===== config.mk =====
export PLATFORM = sky130hd
export DESIGN_NAME = segment_scanner
export DESIGN_NICKNAME = d
export VERILOG_FILES = /design/src/rtl/segment_scanner.sv
export SDC_FILE = /design/constraint.sdc
export NUM_CORES = 1
export LEC_CHECK = 0
export CAP_MARGIN = 25
export CORE_AREA = 2 2 96 98
export DETAILED_ROUTE_END_ITERATION = 16
export DIE_AREA = 0 0 98 100
export PLACE_DENSITY = 0.8
export RECOVER_POWER = 50
export SLEW_MARGIN = 20
export SYNTH_ARGS = -nofsm -noshare
export SYNTH_HDL_FRONTEND = slang
export SYNTH_SLANG_ARGS = --single-unit

===== constraint.sdc =====
create_clock -name clk_i -period 3.81 [get_ports clk_i]
set_input_delay 0.381 -clock clk_i [delete_from_list [all_inputs] [get_ports clk_i]]
set_output_delay 0.381 -clock clk_i [all_outputs]
set_load 0.005 [all_outputs]

===== src/rtl/segment_scanner.sv =====
// Time-multiplexed seven-segment scanner: snapshots a packed segment bus once per frame and drives one digit at a time.
// Latency: outputs are registered and track the scan state with no extra delay; frame period 1 + NumDigits*(BlankCycles+DriveCycles).
// Backpressure: none; free-running scan. Inputs are sampled only in the LOAD cycle.
//
// Ports:
//   clk_i, rst_i   - clock, asynchronous active-high reset
//   segments_i     - byte k = digit k (digit 0 rightmost), bit0..6 = a..g, bit7 = dp, 1 = lit
//   brightness_i   - duty level 0..7 (only with SEGMENT_SCANNER_DIM_EN defined)
//   anode_o        - active-low digit enables, at most one low
//   cathode_o      - active-low segment bus
//   digit_o        - index of the digit currently addressed
//   frame_o        - one-cycle pulse in each LOAD cycle
//
// Optional feature: define SEGMENT_SCANNER_DIM_EN to enable PWM dimming of the
// cathodes within each DRIVE window.

module segment_scanner #(
    parameter int NumDigits   = 8,
    parameter int BlankCycles = 16,
    parameter int DriveCycles = 1024
) (
    input  logic                                                clk_i,
    input  logic                                                rst_i,
    input  logic [8*NumDigits-1:0]                              segments_i,
    input  logic [2:0]                                          brightness_i,
    output logic [NumDigits-1:0]                                anode_o,
    output logic [7:0]                                          cathode_o,
    output logic [((NumDigits > 1) ? $clog2(NumDigits) : 1)-1:0] digit_o,
    output logic                                                frame_o
);

    localparam int IdxW   = (NumDigits > 1) ? $clog2(NumDigits) : 1;
    localparam int CntMax = (BlankCycles > DriveCycles) ? BlankCycles : DriveCycles;
    localparam int CntW   = (CntMax > 1) ? $clog2(CntMax) : 1;

    typedef enum logic [1:0] {
        ST_LOAD  = 2'd0,
        ST_BLANK = 2'd1,
        ST_DRIVE = 2'd2
    } state_t;

    state_t                 state_q, state_d;
    logic [IdxW-1:0]        idx_q, idx_d;
    logic [CntW-1:0]        cnt_q, cnt_d;
    logic [8*NumDigits-1:0] snap_q, snap_d;

    logic [NumDigits-1:0]   anode_d;
    logic [7:0]             cathode_d;
    logic [IdxW-1:0]        digit_d;
    logic                   frame_d;
    logic                   lit_win;

`ifdef SEGMENT_SCANNER_DIM_EN
    logic [2:0]             bright_q, bright_d;
    logic [31:0]            dim_thresh;
`else
    // Brightness has no effect in this build; keep the port but tie it off.
    logic                   unused_brightness;
    assign unused_brightness = ^brightness_i;
`endif

    always_ff @(posedge clk_i or posedge rst_i) begin
        if (rst_i) begin
            state_q   <= ST_LOAD;
            idx_q     <= '0;
            cnt_q     <= '0;
            snap_q    <= '0;
`ifdef SEGMENT_SCANNER_DIM_EN
            bright_q  <= 3'd7;
`endif
            anode_o   <= '1;
            cathode_o <= 8'hFF;
            digit_o   <= '0;
            frame_o   <= 1'b1;
        end else begin
            state_q   <= state_d;
            idx_q     <= idx_d;
            cnt_q     <= cnt_d;
            snap_q    <= snap_d;
`ifdef SEGMENT_SCANNER_DIM_EN
            bright_q  <= bright_d;
`endif
            anode_o   <= anode_d;
            cathode_o <= cathode_d;
            digit_o   <= digit_d;
            frame_o   <= frame_d;
        end
    end

    // Next-state logic, then output decode from the *next* state so the
    // output flops show exactly the state the scanner is in this cycle.
    always_comb begin
        state_d = state_q;
        idx_d   = idx_q;
        cnt_d   = cnt_q;
        snap_d  = snap_q;
`ifdef SEGMENT_SCANNER_DIM_EN
        bright_d = bright_q;
`endif

        case (state_q)
            ST_LOAD: begin
                snap_d  = segments_i;
`ifdef SEGMENT_SCANNER_DIM_EN
                bright_d = brightness_i;
`endif
                idx_d   = '0;
                cnt_d   = '0;
                state_d = ST_BLANK;
            end
            ST_BLANK: begin
                if (cnt_q == CntW'(BlankCycles - 1)) begin
                    cnt_d   = '0;
                    state_d = ST_DRIVE;
                end else begin
                    cnt_d = cnt_q + 1'b1;
                end
            end
            ST_DRIVE: begin
                if (cnt_q == CntW'(DriveCycles - 1)) begin
                    cnt_d = '0;
                    // idx holds its last value through LOAD; it is cleared on LOAD exit.
                    if (idx_q == IdxW'(NumDigits - 1)) begin
                        state_d = ST_LOAD;
                    end else begin
                        idx_d   = idx_q + 1'b1;
                        state_d = ST_BLANK;
                    end
                end else begin
                    cnt_d = cnt_q + 1'b1;
                end
            end
            default: begin
                state_d = ST_LOAD;
                idx_d   = '0;
                cnt_d   = '0;
            end
        endcase

`ifdef SEGMENT_SCANNER_DIM_EN
        // Lit window is the first floor((bright+1)*DriveCycles/8) cycles of DRIVE.
        dim_thresh = ((32'(bright_d) + 32'd1) * 32'(DriveCycles)) >> 3;
        lit_win    = (32'(cnt_d) < dim_thresh);
`else
        lit_win    = 1'b1;
`endif

        anode_d   = '1;
        cathode_d = 8'hFF;
        digit_d   = idx_d;
        frame_d   = (state_d == ST_LOAD);

        if (state_d == ST_DRIVE) begin
            for (int k = 0; k < NumDigits; k++) begin
                anode_d[k] = (idx_d != IdxW'(k));
            end
            if (lit_win) begin
                cathode_d = ~snap_d[8*idx_d +: 8];
            end
        end
    end

endmodule

==> impl_metrics.csv, run 1 <==
group,metric,value,unit
placed_design,gp_congestion,0.770,
placed_design,post-dp-hpwl,6.13,mm
synth,synthFlopType,"dfrtp_1",
status,outcome,"completed",
hold_path,min_from,"snap_q[3]",
power_and_ir_drop,p_comb_frac,0.085,
route,viasPerCell,5.33,
synth,ys_ff_latch,96,
hold_path,worstHoldPathCells,1,
synth,synth_compound_gate_area_share,0.0375,
timing,setup_viol,0,
power_and_ir_drop,p_sw_frac,0.216,
synth,ys_seq_area_frac,0.546,
setup_path,crit_arrival,3.20,ns
synth,yosys.area_share.xor_xnor,0.0158,
power_and_ir_drop,p_int,0.00150,W
timing,max_freq,368,MHz
setup_path,worstReg2RegStart,"cnt_q[0]",
finish,diodes,0,
floorplan,die_area,0.00980,mm²
global_routing,grt_max_degree,80,
global_routing,busiest_layer,"met2",
timing,skew,0.00913,ns
timing,fin_setup_tns,0,ns
placed_design,port_buffers,85,
route,vias,2781,
synth,synth_top_family_by_area,"multiplexers",
synth,syn_area_per_cell,13.7,µm²
cts,h-tree-depth,3,
global_routing,grt_usage,0.185,
finish,final_nets,481,
cts,cts.sinks,96,
floorplan,start_util,0.500,
timing,max_slew_margin,0.105,
cts,cts_made_buffers,9,
floorplan,core_area,0.00889,mm²
timing,finalCritPeriodShare,0.714,
synth,yosys-mux-area-fraction,0.281,
synth,synthAdderAreaFrac,0.0169,
setup_path,crit_fanout,57,
power_and_ir_drop,p_seq_frac,0.558,
route,wl_per_cell,16.9,µm
job,cap_violations,0,
global_routing,antenna_found_initial,0,
finish,area_growth,24.7,%
route,first_pass_iters,5,
cts,clk_latency,0.35,ns
route,drtIter0Drc,96,
setup_path,cp.required,4.29,ns
route,postRouteAntennaNets,0,
synth,synth-simple-area-share,0.0715,
power_and_ir_drop,power.density_cell_area,346,mW/mm²
cts,clkTransAtPathRegs,0.08,ns
synth,yosys_warnings,0,
floorplan,pin_count,89,
route,drc,0,
cts,cts_buffer_depth,2,
synth,synth-edff-count,0,
cts,cts_hold_buf,0,
global_routing,grt_pass1_wl,14.4,mm
floorplan,die_w,98,µm
finish,drive_gt1_frac,0.260,
setup_path,crit_type,"in -> async",
global_routing,grt_overflow,0,
timing,hold_viol,0,
setup_path,regToRegEndpoint,"cathode_o[1]",
hold_path,hold_end,"snap_q[3]",
global_routing,gr-usage-met3,0.0376,
synth,syn_nets,400,
cts,post_cts_buffers,0,
synth,synthCells,325,
floorplan,die_y,100,µm
power_and_ir_drop,power.switching,0.000413,W
cts,cts_resized,0,
power_and_ir_drop,clock_power_share,0.357,
cts,cts_tree,"done",
global_routing,grtUsageMet1,0.241,
synth,synth_area,0.00444,mm²
power_and_ir_drop,leakagePower,2.51,nW
route,wl,8.82,mm
timing,holdWs,0.500,ns
timing,max_slew.worst_pin.slew,1.34,ns
timing,fin_crit,2.72,ns
synth,synth_cell_types,37,
floorplan,rows,35,
cts,cts-root-buf,"clkbuf_8",
power_and_ir_drop,ir_drop,0.205,mV
setup_path,rrSetupSlack,1.10,ns
global_routing,grt_use_met2,0.310,
timing,slew_violations,0,
setup_path,cp-start-kind,"input pin",
finish,fillers,685,
setup_path,r2r_cells,7,
global_routing,grt_pass1_vias,2913,
synth,async_reset_ff_frac,1.00,
timing,rsz0062_at_grt,"false",
setup_path,end_kind,"async pin",
hold_path,hold_class,"reg -> reg",
==> cells in the mapped netlist, types with 3 or more instances <==
| library cell | n | area, µm² |
|---|---|---|
| dfrtp_1 | 79 | 1980 |
| mux2_2 | 65 | 732 |
| mux2i_1 | 32 | 320 |
| dfstp_2 | 17 | 447 |
| mux2_1 | 16 | 180 |
| nand2_1 | 15 | 56.3 |
| nand3_1 | 11 | 55.1 |
| nor2_1 | 10 | 37.5 |
| buf_2 | 8 | 40.0 |
| o22a_1 | 8 | 70.1 |
| ha_1 | 6 | 75.1 |
| xor2_1 | 6 | 52.6 |
| and4_1 | 5 | 43.8 |
| buf_6 | 5 | 56.3 |
| clkbuf_1 | 5 | 18.8 |
| inv_1 | 5 | 18.8 |
| or3_1 | 4 | 25.0 |
| and3_1 | 3 | 18.8 |
| nand2b_1 | 3 | 18.8 |
==> worst max path at each step <==
stage	startpoint	end	slack [ns]	cells after the start
3_5_place_dp	cnt_q[0]	cathode_o[3]	1.15	7
5_1_grt	rst_i	snap_q[25]	0.58	4
6_report	rst_i	snap_q[41]	1.09	4
2_1_floorplan	rst_i	cnt_q[0]	0.95	1
3_3_place_gp	cnt_q[0]	cathode_o[3]	1.22	7
4_1_cts	cnt_q[0]	cathode_o[3]	1.13	7
==> power by group through the flow <==
stage | combinational (W) | clock (W) | sequential, W
floorplan | 0.0000705 | 0 | 0.00109
global placement | 0.000162 | 0 | 0.00109
detailed placement | 0.000166 | 0 | 0.00109
CTS | 0.000167 | 0.000696 | 0.00107
global route | 0.000180 | 0.000735 | 0.00107
finish | 0.000163 | 0.000685 | 0.00107
==> sequential cells by signal (all words and copies together), names as in the netlist <==
signal     count
cathode_o      8
cnt_q         10
frame_o        1
anode_o        8
snap_q        64
idx_q          3
state_q        2
==> logic make-up (layout without fill, tap and decap cells) <==
family,after synthesis,count (layout)
DFF,96,96
xor gates and xnor gates,8,8
buffers and inverters,24,110
muxes,114,114
and+or+nand+nor,58,58
AOI/OAI and AO/OA,19,19
adders and majority gates,6,6
==> critical path, stage by stage <==
cell,delay (ns)
dlygate4sd3_1,0.54
clkinvlp_2,0.58
clkbuf_2,1.12
clkbuf_2,0.56
==> through the flow <==
stage | cell area (µm²) | utilization | cells | setup WS [ns] | power, W
2_1_floorplan | 4440 | - | 325 | 0.952 | 0.00116
4_1_cts | 5560 | 0.625 | 521 | 1.13 | 0.00193
6_report | 5540 | 0.623 | 522 | 1.09 | 0.00192
5_1_grt | 5540 | 0.623 | 522 | 0.582 | 0.00199
3_5_place_dp | 5350 | 0.602 | 505 | 1.15 | 0.00126
3_3_place_gp | 5350 | 0.602 | 505 | 1.22 | 0.00125
==> final cells by class <==
type | instances | area [µm²] | share of cell area
clock inverters | 4 | 52.6 | 0.00949
repair buffers | 89 | 888 | 0.160
inverters | 5 | 20.0 | 0.00361
clock buffers | 12 | 155 | 0.0280
well taps | 111 | 139 | 0.0251
flip-flops and latches | 96 | 2420 | 0.438
multi-input cells | 205 | 1860 | 0.336
==> layout by cell type, fill, tap and decap left out, types with 2 or more instances in the layout <==
cell type	n
dfrtp_1	79
clkdlybuf4s50_1	78
mux2_2	65
mux2i_1	32
dfstp_2	17
mux2_1	16
nand2_1	15
nand3_1	11
clkbuf_8	11
nor2_1	10
o22a_1	8
dlygate4sd3_1	7
xor2_1	6
and4_1	5
ha_1	5
inv_1	4
or3_1	4
and3_1	3
nand2b_1	3
clkinvlp_4	3
xnor2_1	2
a31oi_1	2
a21oi_1	2
nand4_1	2
clkbuf_2	2
==> routing by layer <==
layer  vias up  wire (µm)
li1       1312          -
met1      1384       3950
met2        70       4280
met3        15        412
met4         0        179
met5         -          0
No activity file was read; power rests on OpenSTA's default activity.
==> inputs of run 2 (changes only) <==
CORE_AREA = 2 2 101 103   (was 2 2 96 98)
DIE_AREA = 0 0 103 105   (was 0 0 98 100)
PLACE_DENSITY = 0.76   (was 0.8)
clock period = 2.4 ns   (was 3.81 ns; I/O delays follow)
==> impl_metrics.csv, run 2 (same netlist as run 1, synthesis figures left out) <==
group,metric,value,unit
status,outcome,"completed",
placed_design,place_area,0.00551,mm²
global_routing,grt_max_degree,37,
setup_path,crit_family,"multiplexers",
route,vias,2845,
global_routing,antenna_found_initial,0,
finish,drive_gt1_frac,0.298,
cts,cts_made_buffers,9,
cts,cts-root-buf,"clkbuf_8",
floorplan,die_w,103,µm
global_routing,grt_usage,0.178,
route,drtIter0Drc,39,
power_and_ir_drop,ir_drop,0.328,mV
cts,h-tree-depth,3,
setup_path,cp_cell_sequence,"and4_1, nand4_4, mux2_4, buf_12, mux2i_1, mux2_1, o22a_1",
setup_path,crit_fanout,28,
setup_path,r2r_cells,7,
setup_path,cp-start-kind,"flop",
placed_design,post-dp-hpwl,6.60,mm
timing,setup_viol,0,
floorplan,core_area,0.00964,mm²
global_routing,grt_pass1_vias,3098,
setup_path,crit_type,"reg -> reg",
route,postRouteAntennaNets,0,
cts,cts.sinks,96,
timing,hold_viol,0,
finish,diodes,0,
cts,clkTransAtPathRegs,0.08,ns
floorplan,die_area,0.0108,mm²
setup_path,critPathBufInv,1,
timing,skew,0.00924,ns
route,viasPerCell,5.12,
setup_path,slowest_delay,0.46,ns
power_and_ir_drop,power.density_cell_area,558,mW/mm²
route,wl_per_cell,16.5,µm
finish,top_register,"snap_q",
finish,final_nets,493,
hold_path,hold_class,"reg -> reg",
hold_path,worstHoldPathCells,1,
setup_path,crit_arrival,2.60,ns
cts,cts_buffer_depth,2,
timing,holdWs,0.502,ns
cts,clk_latency,0.35,ns
placed_design,port_buffers,85,
setup_path,path_depth,7,
global_routing,grt_pass1_wl,14.8,mm
timing,fin_crit,2.32,ns
global_routing,grt_overflow,0,
timing,fin_setup_tns,0,ns
placed_design,gp_congestion,0.786,
job,cap_violations,0,
finish,layout_common_cells,"clkdlybuf4s50_1, dfrtp_1, mux2_2, mux2i_1, dfstp_2",
timing,max_freq,431,MHz
finish,final_common_cell,"clkdlybuf4s50_1",
floorplan,die_y,105,µm
floorplan,start_util,0.461,
timing,max_slew_margin,0.214,
finish,top_regs,"snap_q x64, cnt_q x10",
setup_path,end_kind,"flop",
floorplan,rows,36,
finish,area_growth,30.3,%
timing,slew_violations,0,
route,first_pass_iters,4,
route,drc,0,
cts,cts_tree,"done",
setup_path,critPathSlowestCell,"dfrtp_1",
finish,largest_reg_flops,64,
power_and_ir_drop,leakagePower,2.59,nW
setup_path,cp.required,2.68,ns
route,wl,9.15,mm
finish,design_area,0.00579,mm²
timing,max_slew.worst_pin.slew,1.17,ns
floorplan,pin_count,89,
timing,finalCritPeriodShare,0.966,
run 2: cell type report:
| cell class | count | area [µm²] |
|---|---|---|
| fill | 771 | 3850 |
| sequential | 96 | 2420 |
| multi-input combinational | 205 | 1930 |
| timing repair buffer | 101 | 1000 |
| tap | 133 | 166 |
| clock buffer | 13 | 159 |
| clock inverter | 3 | 90.1 |
| inverter | 5 | 20.0 |
run 2: worst paths after layout:
kind,from,to,slack (ns)
max in group asynchronous,rst_i,snap_q[35],0.47
setup / recovery,cnt_q[4],cathode_o[2],0.08
setup reg to reg,cnt_q[4],cathode_o[2],0.08
hold / removal,snap_q[32],snap_q[32],0.50
min in group asynchronous,rst_i,snap_q[54],0.57
hold reg to reg,snap_q[32],snap_q[32],0.50
run 2: per-layer routing:
| metal | part of all wire | GRT usage |
|---|---|---|
| met5 | 0 | 0 |
| met1 | 0.44 | 0.230 |
| met4 | 0.028 | 0.0761 |
| met3 | 0.052 | 0.0388 |
| met2 | 0.48 | 0.286 |
run 2: power by group:
| group | internal (W) | switching (W) |
|---|---|---|
| clock | 0.000751 | 0.000516 |
| combinational | 0.000167 | 0.0000952 |
| sequential | 0.00168 | 0.0000144 |
run 2: what timing repair did:
action	4_1_cts	5_1_grt
hold buffers	0	0
setup buffers	0	3
endpoints found under the setup margin	1	12
pin swaps	0	1
resized for setup	1	10
run 2: through the flow:
stage | utilization | power, W | instances | setup WS [ns]
final | 0.600 | 0.00323 | 556 | 0.0821
after global placement | 0.571 | 0.00199 | 537 | 0.0897
after CTS | 0.598 | 0.00328 | 553 | 0.00454
after floorplan | - | 0.00184 | 325 | 0.0588
after detailed placement | 0.571 | 0.00200 | 537 | 0.0298
after global routing | 0.600 | 0.00336 | 556 | -0.00601
